[config.mk]
export PLATFORM = sky130hd
export DESIGN_NAME = dcache_wb_buffer
export DESIGN_NICKNAME = d
export VERILOG_FILES = /design/src/rtl/dcache_wb_buffer_pkg.sv /design/src/rtl/dcache_wb_buffer_entry_fifo.sv /design/src/rtl/dcache_wb_buffer.sv
export SDC_FILE = /design/constraint.sdc
export NUM_CORES = 2
export LEC_CHECK = 0
export ABC_AREA = 1
export BUFFER_PORTS_ARGS = -buffer_cell sky130_fd_sc_hd__buf_2
export CORE_AREA = 2 2 424 426
export DETAILED_ROUTE_END_ITERATION = 10
export DIE_AREA = 0 0 426 428
export GPL_ROUTABILITY_DRIVEN = 0
export GPL_TIMING_DRIVEN = 0
export HOLD_SLACK_MARGIN = 0.12
export PLACE_DENSITY = 0.61
export SLEW_MARGIN = 10
export SYNTH_ARGS = -nofsm -noshare
export SYNTH_HDL_FRONTEND = slang
export SYNTH_HIERARCHICAL = 1
export SYNTH_SLANG_ARGS = --single-unit
[constraint.sdc]
create_clock -name clk_i -period 4.1 [get_ports clk_i]
set_input_delay 0.41 -clock clk_i [delete_from_list [all_inputs] [get_ports clk_i]]
set_output_delay 0.41 -clock clk_i [all_outputs]
set_load 0.005 [all_outputs]
[src/rtl/dcache_wb_buffer_pkg.sv]
// Shared definitions for the dcache write-back buffer: widths, drain FSM states
// and a small state-classification helper.
package dcache_wb_buffer_pkg;

    localparam int REG_LEN      = 32;
    localparam int DM_UNIT_MASK = 255;

    typedef enum logic [1:0] {
        ST_IDLE = 2'd0,
        ST_RD   = 2'd1,
        ST_WR   = 2'd2,
        ST_RESP = 2'd3
    } wb_state_e;

    // Buffered lines may answer a read only while no memory read is in flight.
    function automatic logic can_forward(input wb_state_e st);
        return (st == ST_IDLE) || (st == ST_WR);
    endfunction

endpackage

[src/rtl/dcache_wb_buffer_entry_fifo.sv]
// Age-ordered line store for the write-back buffer: push at tail, pop at head,
// in-place coalescing writes and a youngest-match lookup for forwarding.
module wb_entry_fifo #(
    parameter int DEPTH  = 2,
    parameter int TAG_W  = 27,
    parameter int LINE_W = 256,
    parameter int PTR_W  = $clog2(DEPTH)
) (
    input  logic              clk_i,
    input  logic              rst_i,
    input  logic              push_i,
    input  logic [TAG_W-1:0]  push_tag_i,
    input  logic [LINE_W-1:0] push_data_i,
    input  logic              pop_i,
    input  logic              coal_we_i,
    input  logic [PTR_W-1:0]  coal_idx_i,
    input  logic [LINE_W-1:0] coal_data_i,
    input  logic              set_infl_i,
    input  logic [TAG_W-1:0]  lk_tag_i,
    output logic              coal_hit_o,
    output logic [PTR_W-1:0]  coal_idx_o,
    output logic              fwd_hit_o,
    output logic [LINE_W-1:0] fwd_data_o,
    output logic [PTR_W-1:0]  head_idx_o,
    output logic [TAG_W-1:0]  head_tag_o,
    output logic [LINE_W-1:0] head_data_o,
    output logic              full_o,
    output logic              empty_o
);

    logic [DEPTH-1:0]  vld_q, vld_d;
    logic [DEPTH-1:0]  infl_q, infl_d;
    logic [TAG_W-1:0]  tag_q  [DEPTH];
    logic [TAG_W-1:0]  tag_d  [DEPTH];
    logic [LINE_W-1:0] data_q [DEPTH];
    logic [LINE_W-1:0] data_d [DEPTH];
    logic [PTR_W-1:0]  head_q, head_d;
    logic [PTR_W-1:0]  tail_q, tail_d;
    logic [PTR_W:0]    cnt_q, cnt_d;
    logic [PTR_W-1:0]  idx;

    // Walk oldest to youngest so the last match seen is the youngest one.
    always_comb begin
        coal_hit_o = 1'b0;
        coal_idx_o = '0;
        fwd_hit_o  = 1'b0;
        fwd_data_o = '0;
        idx        = '0;
        for (int k = 0; k < DEPTH; k++) begin
            idx = head_q + k[PTR_W-1:0];
            if (vld_q[idx] && (tag_q[idx] == lk_tag_i)) begin
                fwd_hit_o  = 1'b1;
                fwd_data_o = data_q[idx];
                if (!infl_q[idx]) begin
                    coal_hit_o = 1'b1;
                    coal_idx_o = idx;
                end
            end
        end
    end

    always_comb begin
        vld_d  = vld_q;
        infl_d = infl_q;
        tag_d  = tag_q;
        data_d = data_q;
        head_d = head_q;
        tail_d = tail_q;
        cnt_d  = cnt_q + (PTR_W+1)'(push_i) - (PTR_W+1)'(pop_i);
        if (set_infl_i) begin
            infl_d[head_q] = 1'b1;
        end
        if (coal_we_i) begin
            data_d[coal_idx_i] = coal_data_i;
        end
        if (pop_i) begin
            vld_d[head_q]  = 1'b0;
            infl_d[head_q] = 1'b0;
            head_d         = head_q + PTR_W'(1);
        end
        // Push after pop: when full, the tail slot is the head being retired.
        if (push_i) begin
            vld_d[tail_q]  = 1'b1;
            infl_d[tail_q] = 1'b0;
            tag_d[tail_q]  = push_tag_i;
            data_d[tail_q] = push_data_i;
            tail_d         = tail_q + PTR_W'(1);
        end
    end

    always_ff @(posedge clk_i or negedge rst_i) begin
        if (!rst_i) begin
            vld_q  <= '0;
            infl_q <= '0;
            head_q <= '0;
            tail_q <= '0;
            cnt_q  <= '0;
        end else begin
            vld_q  <= vld_d;
            infl_q <= infl_d;
            head_q <= head_d;
            tail_q <= tail_d;
            cnt_q  <= cnt_d;
        end
    end

    always_ff @(posedge clk_i) begin
        tag_q  <= tag_d;
        data_q <= data_d;
    end

    assign head_idx_o  = head_q;
    assign head_tag_o  = tag_q[head_q];
    assign head_data_o = data_q[head_q];
    assign full_o      = (cnt_q == (PTR_W+1)'(DEPTH));
    assign empty_o     = (cnt_q == '0);

endmodule

[src/rtl/dcache_wb_buffer.sv]
// Write-back buffer between the dcache memory port and Data_Memory: absorbs
// evictions, forwards buffered lines to refills and drains when memory is idle.
module dcache_wb_buffer
    import dcache_wb_buffer_pkg::*;
#(
    parameter int DEPTH  = 2,
    parameter int ADDR_W = REG_LEN,
    parameter int LINE_W = DM_UNIT_MASK + 1,
    parameter int OFS_W  = 5
) (
    input  logic              clk_i,
    input  logic              rst_i,
    input  logic              up_enable_i,
    input  logic              up_write_i,
    input  logic [ADDR_W-1:0] up_addr_i,
    input  logic [LINE_W-1:0] up_data_i,
    output logic              up_ack_o,
    output logic [LINE_W-1:0] up_data_o,
    output logic              mem_enable_o,
    output logic              mem_write_o,
    output logic [ADDR_W-1:0] mem_addr_o,
    output logic [LINE_W-1:0] mem_data_o,
    input  logic              mem_ack_i,
    input  logic [LINE_W-1:0] mem_data_i
);

    localparam int TAG_W = ADDR_W - OFS_W;
    localparam int PTR_W = $clog2(DEPTH);

    wb_state_e         state_q, state_d;
    logic              up_ack_q, up_ack_d;
    logic [LINE_W-1:0] up_data_q, up_data_d;
    logic              mem_enable_q, mem_enable_d;
    logic              mem_write_q, mem_write_d;
    logic [ADDR_W-1:0] mem_addr_q, mem_addr_d;
    logic [LINE_W-1:0] mem_data_q, mem_data_d;

    logic              rd_req, wr_req, rd_hit, wr_coal, wr_push, pop, set_infl;
    logic              coal_hit, fwd_hit, full, empty;
    logic [PTR_W-1:0]  coal_idx, head_idx;
    logic [TAG_W-1:0]  req_tag, head_tag;
    logic [LINE_W-1:0] fwd_data, head_data;
    logic              unused_ofs;

    assign req_tag    = up_addr_i[ADDR_W-1:OFS_W];
    assign unused_ofs = ^up_addr_i[OFS_W-1:0];

    // The ack cycle still presents the finished request, so it is masked out.
    assign rd_req  = up_enable_i & ~up_write_i & ~up_ack_q;
    assign wr_req  = up_enable_i &  up_write_i & ~up_ack_q;
    assign pop     = (state_q == ST_WR) & mem_ack_i;
    assign wr_coal = wr_req & coal_hit;
    assign wr_push = wr_req & ~coal_hit & (~full | pop);
    assign rd_hit  = rd_req & fwd_hit & can_forward(state_q);

    wb_entry_fifo #(
        .DEPTH  (DEPTH),
        .TAG_W  (TAG_W),
        .LINE_W (LINE_W),
        .PTR_W  (PTR_W)
    ) u_fifo (
        .clk_i       (clk_i),
        .rst_i       (rst_i),
        .push_i      (wr_push),
        .push_tag_i  (req_tag),
        .push_data_i (up_data_i),
        .pop_i       (pop),
        .coal_we_i   (wr_coal),
        .coal_idx_i  (coal_idx),
        .coal_data_i (up_data_i),
        .set_infl_i  (set_infl),
        .lk_tag_i    (req_tag),
        .coal_hit_o  (coal_hit),
        .coal_idx_o  (coal_idx),
        .fwd_hit_o   (fwd_hit),
        .fwd_data_o  (fwd_data),
        .head_idx_o  (head_idx),
        .head_tag_o  (head_tag),
        .head_data_o (head_data),
        .full_o      (full),
        .empty_o     (empty)
    );

    always_comb begin
        state_d      = state_q;
        mem_enable_d = mem_enable_q;
        mem_write_d  = mem_write_q;
        mem_addr_d   = mem_addr_q;
        mem_data_d   = mem_data_q;
        up_ack_d     = wr_coal | wr_push | rd_hit;
        up_data_d    = up_data_q;
        set_infl     = 1'b0;
        if (rd_hit) begin
            up_data_d = fwd_data;
        end
        unique case (state_q)
            ST_IDLE: begin
                if (rd_req && !fwd_hit) begin
                    state_d      = ST_RD;
                    mem_enable_d = 1'b1;
                    mem_write_d  = 1'b0;
                    mem_addr_d   = {req_tag, {OFS_W{1'b0}}};
                end else if (!empty) begin
                    state_d      = ST_WR;
                    mem_enable_d = 1'b1;
                    mem_write_d  = 1'b1;
                    mem_addr_d   = {head_tag, {OFS_W{1'b0}}};
                    set_infl     = 1'b1;
                    // A same-edge coalesce into the head must reach memory too.
                    mem_data_d   = (wr_coal && (coal_idx == head_idx)) ? up_data_i : head_data;
                end
            end
            ST_RD: begin
                if (mem_ack_i) begin
                    state_d      = ST_RESP;
                    mem_enable_d = 1'b0;
                    up_ack_d     = 1'b1;
                    up_data_d    = mem_data_i;
                end
            end
            ST_WR: begin
                if (mem_ack_i) begin
                    state_d      = ST_IDLE;
                    mem_enable_d = 1'b0;
                    mem_write_d  = 1'b0;
                end
            end
            ST_RESP: begin
                state_d = ST_IDLE;
            end
            default: begin
                state_d = ST_IDLE;
            end
        endcase
    end

    always_ff @(posedge clk_i or negedge rst_i) begin
        if (!rst_i) begin
            state_q      <= ST_IDLE;
            up_ack_q     <= 1'b0;
            up_data_q    <= '0;
            mem_enable_q <= 1'b0;
            mem_write_q  <= 1'b0;
            mem_addr_q   <= '0;
            mem_data_q   <= '0;
        end else begin
            state_q      <= state_d;
            up_ack_q     <= up_ack_d;
            up_data_q    <= up_data_d;
            mem_enable_q <= mem_enable_d;
            mem_write_q  <= mem_write_d;
            mem_addr_q   <= mem_addr_d;
            mem_data_q   <= mem_data_d;
        end
    end

    assign up_ack_o     = up_ack_q;
    assign up_data_o    = up_data_q;
    assign mem_enable_o = mem_enable_q;
    assign mem_write_o  = mem_write_q;
    assign mem_addr_o   = mem_addr_q;
    assign mem_data_o   = mem_data_q;

endmodule

; After elaboration in Yosys (flattened, before gate mapping)
; Cells that the tools add are included.
; Widths: inputs -> output; s select.
[totals]
reg_bits = 1123
in_bits = 549
output_inout_bits = 547
elab_cells = 167
[classes]
addsub = 4
order_cmp = 11
n_eq_ne = 12
muxes = 74
bitwise_logic = 30
reduce_logical = 20
[op_table]
columns = cell, count
row1 = $mux 256, 14
row2 = $bwmux 512, 2
row3 = $mux 512, 2
row4 = $demux 256 s1, 2
row5 = $mux 27, 7
row6 = $mux 32, 2
row7 = $bwmux 54, 1
row8 = $eq 27x27->1, 2
row9 = $mux 1, 29
row10 = $demux 27 s1, 1
row11 = $mux 2, 9
row12 = $reduce_and 3->1, 4
row13 = $and 1x1->1, 10
row14 = $ge 2x2->1 const B, 4
row15 = $logic_and 1x1->1, 8
row16 = $not 1->2, 4
row17 = $pmux 2 s4, 1
row18 = $and 2x2->2, 3
row19 = $eq 2x2->1 const B, 3
row20 = $lt 1x2->1 const B, 3
row21 = $not 1->1, 6
row22 = $logic_not 2->1, 2
row23 = $lt 2x1->1 const B, 2
row24 = $ne 2x1->1 const B, 2
row25 = other kinds (18), 28

; Depth between registers and ports, before layout
[depth]
word_depth = 18
mapped_depth = 25
ltp_nobuf = 20

; Hierarchy
; Netlist, hierarchy kept.
[modules_own_cells]
columns = mod, instances, cells_per_inst, area_each_um2, seq_area_each_um2
row1 = wb_entry_fifo, 1, 5730, 34261.6, 12071.6
row2 = dcache_wb_buffer, 1, 4408, 30371.6, 13613.1

; Worst setup path after synthesis
; No wires, ideal clock.
[synth_timing]
path_kind = flip-flop to flip-flop
startpoint = reg u_fifo.head_q, in the netlist u_fifo/head_idx_o
endpoint = reg u_fifo/tag_q[27] in the netlist's numbering, enable pin
setup_time_ns = 0.402
arrival_time_ns = 3.553
required_ns = 3.698
slack_ns = 0.145
path_stages_with_launch = 18
n_path_buf = 9
period_less_slack_ns = 3.955
cell_sequence = dfrtp_1 -> buf_4 -> buf_4 -> buf_4 -> buf_2 -> clkbuf_1 -> clkbuf_1 -> nor2_1 -> nand2_1 -> nand3_1 -> inv_1 -> nand3_1 -> inv_1 -> inv_1 -> nor2_1 -> clkbuf_1 -> clkbuf_1 -> clkbuf_1
[synth_between]
elab_chain_cells = 12
elab_cells_between_ends = 28
cone_classes = 1 x add/sub / 2 x eq/ne / 18 x mux / 5 x bitwise / 2 x reduce/logical
[synth_rtl]
columns = item, line
row1 = from (decl), dcache_wb_buffer_entry_fifo.sv:37  ; logic [PTR_W-1:0] head_q, head_d;
row2 = from (signal assigned), dcache_wb_buffer_entry_fifo.sv:95  ; head_q <= '0;
row3 = from (signal assigned), dcache_wb_buffer_entry_fifo.sv:101  ; head_q <= head_d;
row4 = $not 1->2 (implied by the code), dcache_wb_buffer_entry_fifo.sv:51  ; if (vld_q[idx] && (tag_q[idx] == lk_tag_i)) begin
row5 = $mux 27 (implied by the code) (3 in a row), dcache_wb_buffer_entry_fifo.sv:51
row6 = $eq 27x27->1, dcache_wb_buffer_entry_fifo.sv:51
row7 = $logic_and 1x1->1, dcache_wb_buffer_entry_fifo.sv:51
row8 = $mux 1, dcache_wb_buffer_entry_fifo.sv:51
row9 = $mux 1, dcache_wb_buffer_entry_fifo.sv:54  ; if (!infl_q[idx]) begin
row10 = $mux 1 (*), dcache_wb_buffer_entry_fifo.sv:51
row11 = via coal_hit, dcache_wb_buffer.sv:39  ; logic coal_hit, fwd_hit, full, empty;
row12 = $not 1->1 (*), dcache_wb_buffer.sv:53  ; assign wr_push = wr_req & ~coal_hit & (~full | pop);
row13 = $and 1x1->1 (*) (2 in a row), dcache_wb_buffer.sv:53
row14 = via wr_push, dcache_wb_buffer.sv:38  ; logic rd_req, wr_req, rd_hit, wr_coal, wr_push, pop, set_infl;
row15 = to (signal assigned), dcache_wb_buffer_entry_fifo.sv:108  ; tag_q <= tag_d;
row16 = to (decl), dcache_wb_buffer_entry_fifo.sv:33  ; logic [TAG_W-1:0] tag_q [DEPTH];
; Mark *: on every way through the listed nets, which the timed path passes. The rest lies on a longest branch. The select of a mux whose other input is x is not followed.
; A chain may end at the register's enable or synchronous reset.

==> out/metrics.yaml <==
postLayoutCellArea_um2: 84550
vias_per_cell: 5.314
clkPwrFrac: 0.219
path_buf_inv: 10
crit_chain: "buf_4 -> inv_4 -> buf_4 -> nand2_1 -> nand2_1 -> nand2_1 -> o21ai_0 -> nor2_1 -> nand2_1 -> nor2_1 -> nand2_1 -> nor2_4 -> buf_8 -> nand2_1 -> nand3_1 -> inv_1 -> nand3_1 -> inv_1 -> inv_1 -> nor2_1 -> buf_6 -> clkbuf_8 -> clkbuf_2 -> o21ai_0"
ys_seq_elements: 1118
drv_slew: 0
grt_usage: 0.3424
end_kind: "flip-flop"
die_h_um: 428
hold_viol_final: 0
ys.flop_type: "dfrtp_1"
cp_top_family: "buffers and inverters"
cts.htree.levels: 4
power_density_nw_per_um2: 720.1
relSlewSlack: 0.1179
core-area_um2: 177600
antenna_found_initial: 89
nets: 12480
fin_skew_ps: 28.66
multiInputGateArea_um2: 31070
cp_common_cell: "nand2_1"
swShare: 0.4459
cts_buffer_depth: 3
stdcell_count: 14460
ios: 1096
placed_area_um2: 73280
grt_pass1_wl_mm: 467.5
critPathMaxFanout: 10
postSynthCellCount: 10140
status: "completed"
die_width_um: 426
startpoint_type: "flip-flop"
clk_latency_ps: 820
yosysTopAreaCell: "nand2_1"
seq_area_frac_synth: 0.3974
drc: 0
post_drt_wl_per_cell_um: 22.49
postRouteWirelength_mm: 325.2
p_leak_nw: 45.84
drive_gt1_frac: 0.1538
period_needed_ps: 4091
drt_first_pass_iters: 9
synth_top_cell_area_share: 0.2343
grt_overflow: 0
clk_pin_slew_worst_paths_ps: 60
seq_power_share: 0.321
fillers: 18090
cts_buffers: 138
rows: 155
worstMarginPinSlew_ps: 1323
period_share: 0.9977
port_buffers: 1085
layout-area-overhead-vs-synth_pct: 30.82
synth_area_um2: 64630
cts_root_buf: "clkbuf_16"
yosysWarningCount: 6
ys_types: 32
vias: 76850
drt_iter0_drc: 9280
min_path_type: "in2async"
clock-sinks: 1118
dp.cells: 13590
setup_viol: 0
grt_max_degree: 101
synth_commonest_cells: "nand2_1 (4034), inv_1 (1247), nand3_1 (1207)"
avgSynthCellArea_um2: 6.375
async_flop_share: 0.4937
power_mw: 60.89
post-synth-top-count-cell: "nand2_1"
final_util: 0.4760
antenna_left: 0
cap_violations: 0
p_comb_frac: 0.461
tritoncts: "yes"
p_int_mw: 33.74
worst-setup-path-type: "reg2reg"
max_freq_ghz: 0.2445
arrival_ps: 4750
synth_enable_flop_cells: 54
slowest_stage: "dfrtp_1"
hpwl_mm: 244.3
ir_drop_mv: 0.3937
dieArea_um2: 182300
synthTopCellsByArea: "nand2_1 (23%), dfrtp_1 (21%), dfxtp_1 (16%)"
grt_pass1_vias: 71330
max_stage_delay_ps: 400
ff_latch_area_um2: 25680
initial_core_util: 0.3638
p_switching_mw: 27.15
rsz0062_at_grt: "yes"
required_ps: 4760
## metrics by stage
stage / worst slack [ps] / hold slack [ps] / TNS [ps]
floorplan: 145.0 / 114.4 / 0
global placement: -9949 / 459.0 / -7390190
detailed placement: -2871 / 460.3 / -1769210
CTS: 3.313 / 157.6 / 0
global route: -49.44 / 271.4 / -582.2
finish: 9.332 / 223.2 / 0
## registers in the layout, indices dropped and copies added (netlist names)
signal,cells
mem_addr_o,27
mem_data_o,256
mem_enable_o,1
mem_write_o,1
state_q,2
u_fifo/cnt_q,2
u_fifo/data_q,512
u_fifo/head_idx_o,1
u_fifo/infl_q,2
u_fifo/tag_q,54
u_fifo/tail_q,1
u_fifo/vld_q,2
up_ack_o,1
up_data_o,256
## layer usage
metal / GRT usage / share of wire / vias to the layer above
li1: - / - / 35540
met1: 0.4238 / 0.38 / 35910
met2: 0.5288 / 0.44 / 4357
met3: 0.07291 / 0.097 / 1028
met4: 0.2410 / 0.080 / 18
met5: 0 / 0.00034 / -
## power groups by stage
stage	Clock (mW)	Combinational, mW	Sequential [mW]
floorplan	0	15.7	19.1
global placement	0	26.1	19.4
detailed placement	0	26.5	19.5
CTS	13.4	27.3	19.4
global route	13.9	31.1	20.0
finish	13.3	28.0	19.5
## worst reg2reg max path, cell delays in order (launching register included)
cell	delay [ps]
dfrtp_1	400
buf_4	180
inv_4	110
buf_4	220
nand2_1	110
nand2_1	70
nand2_1	80
o21ai_0	110
nor2_1	60
nand2_1	90
nor2_1	50
nand2_1	170
nor2_4	60
buf_8	170
nand2_1	90
nand3_1	150
inv_1	170
nand3_1	110
inv_1	180
inv_1	100
nor2_1	210
buf_6	290
clkbuf_8	310
clkbuf_2	300
o21ai_0	160
## cell usage in the layout (no fill, tap or decap), types with 8 or more instances in the layout
master / n
o21ai_0: 1154
clkbuf_8: 23
buf_2: 1347
nor2_1: 137
buf_1: 31
clkbuf_2: 136
o21ai_1: 8
clkinvlp_4: 9
buf_6: 27
clkinv_2: 20
nand3_1: 1205
dfxtp_1: 512
bufinv_16: 18
diode_2: 67
o211ai_1: 92
clkbuf_16: 143
dfrtp_1: 552
inv_1: 1246
dlygate4sd3_1: 541
buf_16: 8
clkbuf_4: 23
a21oi_1: 9
edfxtp_1: 54
nand2_1: 4028
buf_4: 49
buf_8: 11
clkbuf_1: 234
nand3b_1: 256
a31oi_1: 100
## path summary, 6_finish.rpt
path,start,endpoint,slack [ps],depth (start not counted)
max in group asynchronous,rst_i,mem_data_o[222],1840,5
worst max register to register,u_fifo/head_idx_o,u_fifo/data_q[371],9,24
worst min-delay path,rst_i,up_data_o[81],220,2
worst min register to register,mem_data_o[137],mem_data_o[137],470,2
min in group clk_i,up_enable_i,u_fifo/tail_q,320,8
worst max-delay path,u_fifo/head_idx_o,u_fifo/data_q[371],9,24
## final cells by class
| class | count | share of cell area |
|---|---|---|
| sequential | 1118 | 0.3038 |
| multi-input combinational | 7027 | 0.3674 |
| tap | 2355 | 0.03485 |
| buffer | 741 | 0.04675 |
| clock inverter | 66 | 0.01095 |
| inverter | 1251 | 0.05561 |
| timing repair buffer | 1645 | 0.1323 |
| clock buffer | 192 | 0.04638 |
| antenna | 67 | 0.001983 |
## kinds of logic after synthesis
logic type	after synthesis	synth area share
other cells	1	0.00005802
compound gates	1365	0.1113
fa+ha+maj	5	0.0009679
xor+xnor	2	0.0002711
flops	1118	0.3974
simple gates	5650	0.3669
buf+inv	1997	0.1232
## timing repair
item,in CTS,in global routing
pin swaps,3,0
buffers inserted,5,6
setup endpoints to repair,1114,1087
resized for setup,221,262
endpoints found under the hold margin,1207,0
hold buffers,541,0
Note: power is estimated with default switching activity, not from simulation.
